**config.mk**
```make
export PLATFORM = sky130hd
export DESIGN_NAME = beam_delay_sched
export DESIGN_NICKNAME = d
export VERILOG_FILES = /design/src/rtl/beam_pkg.sv /design/src/rtl/beam_delay_tbl.sv /design/src/rtl/beam_delay_sched.sv
export SDC_FILE = /design/constraint.sdc
export NUM_CORES = 1
export LEC_CHECK = 0
export CELL_PAD_IN_SITES_DETAIL_PLACEMENT = 0
export CELL_PAD_IN_SITES_GLOBAL_PLACEMENT = 1
export CORE_UTILIZATION = 50
export DETAILED_ROUTE_END_ITERATION = 10
export PLACE_DENSITY = 0.78
export SLEW_MARGIN = 10
export SYNTH_ARGS = -nofsm -noshare
export SYNTH_HDL_FRONTEND = slang
export SYNTH_SLANG_ARGS = --single-unit
export TNS_END_PERCENT = 100
```
**constraint.sdc**
```tcl
create_clock -name clk -period 4.3 [get_ports clk]
set_input_delay 0.86 -clock clk [delete_from_list [all_inputs] [get_ports clk]]
set_output_delay 0.86 -clock clk [all_outputs]
set_load 0.05 [all_outputs]
```
**src/rtl/beam_pkg.sv**
```systemverilog
// Shared sizing and state encoding for the beam-switch delay scheduler.
package beam_pkg;

    localparam int N_CH   = 4;
    localparam int CW     = 2;
    localparam int DW     = 4;
    localparam int BW     = 3;
    localparam int N_BEAM = 1 << BW;

    typedef enum logic [2:0] {
        IDLE      = 3'd0,
        WAIT_SYNC = 3'd1,
        LOAD      = 3'd2,
        SETTLE    = 3'd3,
        DONE      = 3'd4
    } state_t;

    function automatic logic [DW-1:0] max_dly(input logic [DW-1:0] a, input logic [DW-1:0] b);
        return (a > b) ? a : b;
    endfunction

endpackage

```
**src/rtl/beam_delay_tbl.sv**
```systemverilog
// Beam-by-channel delay register file: one write port, one combinational read port.
module beam_delay_tbl
    import beam_pkg::*;
(
    input  logic          clk,
    input  logic          rst,
    input  logic          i_we,
    input  logic [BW-1:0] i_wr_beam,
    input  logic [CW-1:0] i_wr_ch,
    input  logic [DW-1:0] i_wr_delay,
    input  logic [BW-1:0] i_rd_beam,
    input  logic [CW-1:0] i_rd_ch,
    output logic [DW-1:0] o_rd_delay
);

    logic [DW-1:0] r_tbl [N_BEAM][N_CH];

    always_ff @(posedge clk) begin
        if (rst) begin
            for (int b = 0; b < N_BEAM; b++) begin
                for (int c = 0; c < N_CH; c++) begin
                    r_tbl[b][c] <= '0;
                end
            end
        end else if (i_we && (int'(i_wr_ch) < N_CH)) begin
            r_tbl[i_wr_beam][i_wr_ch] <= i_wr_delay;
        end
    end

    // Reads see the registered contents, so a same-cycle write returns the old value.
    assign o_rd_delay = (int'(i_rd_ch) < N_CH) ? r_tbl[i_rd_beam][i_rd_ch] : '0;

endmodule

```
**src/rtl/beam_delay_sched.sv**
```systemverilog
// Sequences a beam switch: wait for frame boundary, load each channel's delay, blank until refilled.
module beam_delay_sched
    import beam_pkg::*;
(
    input  logic          clk,
    input  logic          rst,
    input  logic          tbl_we,
    input  logic [BW-1:0] tbl_beam,
    input  logic [CW-1:0] tbl_ch,
    input  logic [DW-1:0] tbl_delay,
    input  logic          req_valid,
    input  logic [BW-1:0] req_beam,
    output logic          req_ready,
    input  logic          frame_sync,
    output logic          dly_we,
    output logic [CW-1:0] dly_ch,
    output logic [DW-1:0] dly_val,
    output logic          out_blank,
    output logic          busy,
    output logic          done,
    output logic [BW-1:0] cur_beam
);

    state_t        r_state;
    state_t        w_next;
    logic [CW-1:0] r_k;
    logic [DW-1:0] r_maxd;
    logic [DW-1:0] r_cnt;
    logic [BW-1:0] r_tgt;
    logic [BW-1:0] r_cur;
    logic [DW-1:0] w_rd;
    logic [DW-1:0] w_maxd_nxt;
    logic          w_last;

    beam_delay_tbl u_tbl (
        .clk        (clk),
        .rst        (rst),
        .i_we       (tbl_we),
        .i_wr_beam  (tbl_beam),
        .i_wr_ch    (tbl_ch),
        .i_wr_delay (tbl_delay),
        .i_rd_beam  (r_tgt),
        .i_rd_ch    (r_k),
        .o_rd_delay (w_rd)
    );

    assign w_last     = (r_k == CW'(N_CH - 1));
    assign w_maxd_nxt = max_dly(r_maxd, w_rd);

    always_ff @(posedge clk) begin
        if (rst) begin
            r_state <= IDLE;
        end else begin
            r_state <= w_next;
        end
    end

    always_comb begin
        w_next    = r_state;
        req_ready = 1'b0;
        dly_we    = 1'b0;
        dly_ch    = '0;
        dly_val   = '0;
        out_blank = 1'b0;
        busy      = (r_state != IDLE);
        done      = 1'b0;
        case (r_state)
            IDLE: begin
                req_ready = !rst;
                if (req_valid) w_next = WAIT_SYNC;
            end
            WAIT_SYNC: begin
                if (frame_sync) w_next = LOAD;
            end
            LOAD: begin
                dly_we    = 1'b1;
                dly_ch    = r_k;
                dly_val   = w_rd;
                out_blank = 1'b1;
                if (w_last) w_next = SETTLE;
            end
            SETTLE: begin
                out_blank = 1'b1;
                if (r_cnt == '0) w_next = DONE;
            end
            DONE: begin
                out_blank = 1'b1;
                done      = 1'b1;
                w_next    = IDLE;
            end
            default: w_next = IDLE;
        endcase
    end

    // Datapath registers are always (re)initialised before use, so only state and cur_beam reset.
    always_ff @(posedge clk) begin
        case (r_state)
            IDLE: begin
                if (req_valid) r_tgt <= req_beam;
            end
            WAIT_SYNC: begin
                if (frame_sync) begin
                    r_k    <= '0;
                    r_maxd <= '0;
                end
            end
            LOAD: begin
                r_k    <= r_k + 1'b1;
                r_maxd <= w_maxd_nxt;
                if (w_last) r_cnt <= w_maxd_nxt;
            end
            SETTLE: begin
                if (r_cnt != '0) r_cnt <= r_cnt - 1'b1;
            end
            default: ;
        endcase
    end

    always_ff @(posedge clk) begin
        if (rst) begin
            r_cur <= '0;
        end else if (r_state == DONE) begin
            r_cur <= r_tgt;
        end
    end

    assign cur_beam = r_cur;

endmodule

```
==> summary.md, run 1 <==
| Metric | Value |
|---|---|
| Clock transition at path regs | `roughly 0.060 ns` |
| Crit Path Class | `flip-flop to primary output` |
| Internal power | `roughly 2.8 mW` |
| CP arrival | `between 3 and 4 ns` |
| Total CTS buffers | `17` |
| Minimum clock period | `4.12 ns` |
| Commonest cells after routing, fill and taps aside | `141 x edfxtp_1, 136 x and2_1, 69 x mux2i_1` |
| Vias in the first global route | `approximately 4500` |
| RSZ-0062 raised after global routing | `false` |
| # diodes | `0` |
| FF+latch count, synth | `150` |
| Die ar. | `around 15000 µm²` |
| Status | `finished, final reports clean` |
| Leak pwr | `between 3 and 4 nW` |
| Remaining antenna violation count | `0` |
| Layout Nets | `between 600 and 700` |
| Hold_ws | `a little under 0.5 ns` |
| CTS tree | `done` |
| Overall power | `between 3 and 4 mW` |
| Worst Hold Class | `flip-flop to flip-flop` |
| Finished Layout Cells | `827` |
| Initial cell density of the core | `a little over 50%` |
| Net switching power | `a little over 0.9 mW` |
| Critical Path Start Type | `flip-flop` |
| CP max stage cell | `clkdlybuf4s50_1` |
| Worst-Margin Slew | `~0.8 ns` |
| # placed instances | `~800` |
| Largest stage delay on the critical path | `a little over 0.8 ns` |
| Number of synthesized flops with an enable pin | `141` |
| Setup_tns | `0 ns` |
| Max Cap Viol | `0` |
| Commonest non-fill, non-tap cell in the layout | `edfxtp_1` |
| First-pass GRT wire length | `about 26 mm` |
| Sequential Power Share | `47.1%` |
| Post-synth ARST share | `0%` |
| IO Count | `31` |
| Placed cell areas | `roughly 7900 µm²` |
| Routability congestion estimate | `0.828` |
| Final worst-path cycle share | `between 90 and 100%` |
| Post-DP HPWL | `between 10 and 15 mm` |
| Yosys warning count | `0` |
| Synth cell types | `35` |
| Largest net degree at the start of global routing | `41` |
| Number of setup violations in the final report | `0` |
| Routed length per placed instance | `~21 µm` |
| Die width | `about 120 µm` |
| Fmax | `roughly 240 MHz` |
| DRT Pass-1 Iters | `5` |
| Vias | `4654` |
| Worst Path Required | `3.44 ns` |
| Clock Sinks | `150` |
| DRC Markers | `0` |
| DP Worst Slack | `~0.63 ns` |
| Maximum vdd drop | `~0.27 mV` |
| Final Skew | `about 0.0074 ns` |
| Die height | `between 100 and 150 µm` |
| Post-route setup slack | `between 0.15 and 0.2 ns` |
| Hold Fails Final Rpt | `0` |
| CP max FO | `17` |
| Port Buf Inserts | `30` |
| CP cell instances | `buf_4 > mux2i_1 > a22oi_1 > a21oi_1 > or4_4 > nor2_1 > clkdlybuf4s50_1` |
| Met1 Use GR | `32.3%` |
| Most Crowded Layer GR | `met2` |
| Fraction of layout cells with a size suffix above 1 | `about 14%` |
| Relative max-transition margin | `a little under half` |
| Gr usage total | `23.9%` |
| CORE AREA | `between 10000 and 15000 µm²` |
| Layout area overhead | `14.0%` |
| Top FF cell, synth | `edfxtp_1` |
| CTS Hold Bufs | `0` |
| Net Count, Synth | `roughly 630` |
| Pwr Density | `~430 nW/µm²` |
| Row cnt | `44` |
| Via density | `~5.6` |
| Clock root buffer | `clkbuf_16` |
| Final instance area | `around 8500 µm²` |
| Clock power frac | `between 40 and 50%` |
| Syn_area_per_cell | `between 10 and 15 µm²` |
| Synthesized netlist cell count | `~610` |
| Slew Limit Fails | `0` |
| Number of buffers added for setup after CTS | `0` |
| Clock Latency Late Sink | `0.43 ns` |
| Clk buf depth | `2` |
| Initial antenna violation count | `0` |
| H-Tree Level Count | `4` |
| GR Layer Usage met2 | `roughly two fifths` |
| Register area share after synthesis | `59.1%` |
| Sw Ratio | `between 20% and 30%` |
| Combinational fraction of design power | `~13%` |
| CTS resizes | `0` |
| DR iter-0 viols | `roughly 360` |
| Post-synthesis cell area | `between 7000 and 8000 µm²` |
| GRT met3 Usage | `4.90%` |
| Grt ovf | `0` |
| Final Util | `roughly three fifths` |
| Routed WL | `around 17 mm` |
| CP Capture Type | `primary output` |
==> area by class of cell <==
cell class,count,area (µm²)
clock inverter,10,62.6
tap,184,230
multi-input combinational,412,2830
sequential,150,4420
clock buffer,22,539
inverter,6,22.5
fill,1192,6020
timing repair buffer,43,410
==> sequential cells by signal, indices dropped and copies added, names as in the netlist, named ones only <==
signal,cells
r_k,2
u_tbl.r_tbl,128
r_state,3
r_cnt,4
r_maxd,4
cur_beam,3
r_tgt,3
==> synth_stat cells, types with 5 or more instances <==
library cell | count | area, µm²
a21oi_1 | 19 | 95.1
a22oi_1 | 33 | 248
and2_1 | 136 | 851
buf_6 | 5 | 56.3
clkbuf_1 | 24 | 90.1
dfxtp_1 | 9 | 180
edfxtp_1 | 141 | 4230
ha_1 | 6 | 75.1
inv_1 | 6 | 22.5
mux2i_1 | 69 | 691
nand2_1 | 8 | 30.0
nand2b_1 | 7 | 43.8
nor2_1 | 48 | 180
nor2b_1 | 6 | 37.5
or2_2 | 33 | 206
==> power groups by stage <==
| stage | clock (mW) | combinational, mW | sequential (mW) |
|---|---|---|---|
| 2_1_floorplan | 0 | 0.342 | 1.73 |
| 3_3_place_gp | 0 | 0.452 | 1.76 |
| 3_5_place_dp | 0 | 0.463 | 1.76 |
| 4_1_cts | 1.49 | 0.465 | 1.73 |
| 5_1_grt | 1.55 | 0.499 | 1.74 |
| 6_report | 1.48 | 0.463 | 1.73 |
==> logic make-up after synthesis <==
| kind of cell | count (synthesis) | synth area share [%] |
|---|---|---|
| xor+xnor | 2 | 0.235 |
| buf+inv | 43 | 2.95 |
| flops | 150 | 59.1 |
| mux | 72 | 9.71 |
| fa+ha+maj | 6 | 1.01 |
| compound gates | 72 | 6.71 |
| simple gates | 260 | 20.3 |
==> worst max-delay path: cells and delay by family (launching register included) <==
kind,cells,cell delay (ns)
AND/OR/NAND/NOR,2,0.65
AO/OA/AOI/OAI,2,0.39
buffers and inverters,2,1.16
multiplexers,1,0.14
flip-flops,1,0.50
==> worst paths after layout <==
kind	slack [ns]	startpoint	cells past startpoint	endpoint
worst max-delay path	0.18	flip-flop	7	dly_val[1]
worst min-delay path	0.50	cur_beam[2]	2	cur_beam[2]
worst max register to register	0.70	flip-flop	11	r_cnt[0]
worst min register to register	0.50	cur_beam[2]	2	cur_beam[2]
==> per-layer routing <==
metal | part of all wire, % | wire length (µm)
met3 | 4.3 | 728
met2 | 49 | 8310
met5 | 0 | 0
met4 | 1.8 | 306
met1 | 45 | 7730
No activity file was read; power rests on OpenSTA's default activity.
==> run 2: changes to the inputs <==
Settings changed: CORE_UTILIZATION 50 to 52, DONT_BUFFER_PORTS set to 1, PLACE_DENSITY 0.78 to 0.77.
==> summary.md, run 2 (synthesized netlist as in run 1, its figures left out) <==
| Metric | Value |
|---|---|
| Clock root buffer | `clkbuf_16 (unchanged)` |
| Overall power | `3.49 mW (was 3.67 mW)` |
| Commonest non-fill, non-tap cell in the layout | `edfxtp_1 (unchanged)` |
| # diodes | `0 (unchanged)` |
| Leak pwr | `2.99 nW (was 3.16 nW)` |
| Multi-input gate area | `2830 µm² (about the same)` |
| Setup_tns | `0 ns (unchanged)` |
| Initial cell density of the core | `53.6% (was 51.4%)` |
| DR iter-0 viols | `330 (was 359)` |
| Layout area overhead | `8.92% (was 14.0%)` |
| CTS resizes | `0 (unchanged)` |
| Hold Fails Final Rpt | `0 (unchanged)` |
| Sequential Power Share | `49.6% (was 47.1%)` |
| DRC Markers | `0 (unchanged)` |
| Final Skew | `0.00771 ns (was 0.00741 ns)` |
| Met3 WL | `719 µm (was 728 µm)` |
| Clock transition at path regs | `0.06 ns (about the same)` |
| Worst Hold Class | `input port to flip-flop (was flip-flop to flip-flop)` |
| Critical Path Start Type | `flip-flop (unchanged)` |
| CP max FO | `21 (was 17)` |
| Regs by FF count | `u_tbl.r_tbl (128), r_cnt (4), r_maxd (4) (unchanged)` |
| Maximum vdd drop | `0.303 mV (was 0.269 mV)` |
| Combinational fraction of design power | `11.2% (was 12.6%)` |
| Total CTS buffers | `17 (unchanged)` |
| Via density | `5.74 (was 5.63)` |
| Post-DP HPWL | `10.7 mm (was 11.6 mm)` |
| IO Count | `31 (unchanged)` |
| CP Capture Type | `primary output (unchanged)` |
| Commonest cells after routing, fill and taps aside | `141 x edfxtp_1, 136 x and2_1, 69 x mux2i_1 (unchanged)` |
| Met2 wire len | `7.88 mm (was 8.31 mm)` |
| H-Tree Level Count | `4 (unchanged)` |
| Clock Sinks | `150 (unchanged)` |
| CP arrival | `2.87 ns (was 3.26 ns)` |
| Number of setup violations in the final report | `0 (unchanged)` |
| Fmax | `268 MHz (was 243 MHz)` |
| Metal-1 WL | `7.13 mm (was 7.73 mm)` |
| Hold_ws | `0.513 ns (was 0.497 ns)` |
| Initial antenna violation count | `0 (unchanged)` |
| Status | `finished, final reports clean (unchanged)` |
| Slew Limit Fails | `0 (unchanged)` |
| Die height | `122 µm (was 124 µm)` |
| CORE AREA | `13900 µm² (was 14500 µm²)` |
| Clock power frac | `39.2% (was 40.3%)` |
| Routability congestion estimate | `0.855 (was 0.828)` |
| # fillers | `1095 (was 1192)` |
| Fraction of layout cells with a size suffix above 1 | `13.6% (was 13.7%)` |
| Row cnt | `43 (was 44)` |
| CTS tree | `done (unchanged)` |
| Pwr Density | `430 nW/µm² (was 431 nW/µm²)` |
| RSZ-0062 raised after global routing | `false (unchanged)` |
| Vias in the first global route | `4561 (was 4539)` |
| Max Cap Viol | `0 (unchanged)` |
| Post-route setup slack | `0.570 ns (was 0.176 ns)` |
| Net switching power | `0.859 mW (was 0.914 mW)` |
| Clock Latency Late Sink | `0.43 ns (about the same)` |
| Port Buf Inserts | `0 (was 30)` |
| Routed length per placed instance | `20.3 µm (was 20.6 µm)` |
| Top reg by flops | `u_tbl.r_tbl (unchanged)` |
| Crit Path Class | `flip-flop to primary output (unchanged)` |
| Gr usage total | `23.6% (was 23.9%)` |
| DP Worst Slack | `0.708 ns (was 0.629 ns)` |
| Sw Ratio | `24.6% (was 24.9%)` |
| Max reg flops | `128 (unchanged)` |
| DRT Pass-1 Iters | `5 (unchanged)` |
| Routed WL | `16.1 mm (was 17.1 mm)` |
| Internal power | `2.63 mW (was 2.76 mW)` |
| Relative max-transition margin | `41.6% (was 47.7%)` |
| Top sig layer | `met4 (unchanged)` |
| CTS Hold Bufs | `0 (unchanged)` |
| Final worst-path cycle share | `86.7% (was 95.9%)` |
| Die ar. | `14800 µm² (was 15400 µm²)` |
| Number of buffers added for setup after CTS | `0 (unchanged)` |
| Grt ovf | `0 (unchanged)` |
| Storage cell area | `4420 µm² (unchanged)` |
| First-pass GRT wire length | `25.0 mm (was 25.9 mm)` |
| Remaining antenna violation count | `0 (unchanged)` |
| Minimum clock period | `3.73 ns (was 4.12 ns)` |
| Worst-Margin Slew | `0.872 ns (was 0.783 ns)` |
| Die width | `122 µm (was 124 µm)` |
| Layout Nets | `620 (was 653)` |
| Vias | `4532 (was 4654)` |
| Clk buf depth | `2 (unchanged)` |
| Largest net degree at the start of global routing | `42 (was 41)` |
| Worst Path Required | `3.44 ns (about the same)` |
[run 2: changes by cell type in the layout (fill, tap and decap cells not counted), sizes merged, moves of 2 or more]
cell	delta
buf	-3
clkbuf	-3
clkdlybuf4s50	-30
clkinv	-2
clkinvlp	+3
[run 2: power groups by stage]
stage / logic [mW] / registers, mW / clock network (mW)
after floorplan: 0.342 / 1.73 / 0
final: 0.390 / 1.73 / 1.37
after CTS: 0.390 / 1.73 / 1.39
after global placement: 0.378 / 1.76 / 0
after global routing: 0.425 / 1.74 / 1.44
after detailed placement: 0.388 / 1.76 / 0
[run 2: layout make-up]
cell class / instances / share of cell area [%]
clock inverter: 13 / 1.34
sequential: 150 / 54.3
inverter: 6 / 0.277
multi-input combinational: 412 / 34.9
timing repair buffer: 10 / 1.08
clock buffer: 19 / 5.33
tap: 180 / 2.77
[run 2: path summary, 6_finish.rpt]
path                            startpoint          end  slack, ns  cells after the start
worst max-delay path             flip-flop   dly_val[2]       0.57                      7
worst min-delay path                   rst  cur_beam[1]       0.51                      1
worst max register to register   flip-flop     r_cnt[0]       0.68                     11
worst min register to register    r_tgt[2]    flip-flop       0.52                      1
[run 2: routing by layer]
layer,GRT usage (%),up-vias
met2,38.7,129
met4,10.3,0
met5,0,-
met1,30.4,2213
li1,-,2166
met3,4.68,24
[run 2: through the flow]
stage | area (µm²) | instances | utilization [%]
detailed placement | 7590 | 758 | 54.4
floorplan | 7460 | 605 | -
global placement | 7590 | 758 | 54.4
global route | 8130 | 790 | 58.3
finish | 8130 | 790 | 58.3
CTS | 8130 | 790 | 58.3
[run 2: worst max-delay path, stage by stage, from the launching register on]
cell and delay [ns]:
dfxtp_4 0.59, buf_4 0.36, mux2i_1 0.11, a22oi_1 0.26
a21oi_1 0.15, or4_4 0.59, nor2_1 0.15, buf_4 0.22
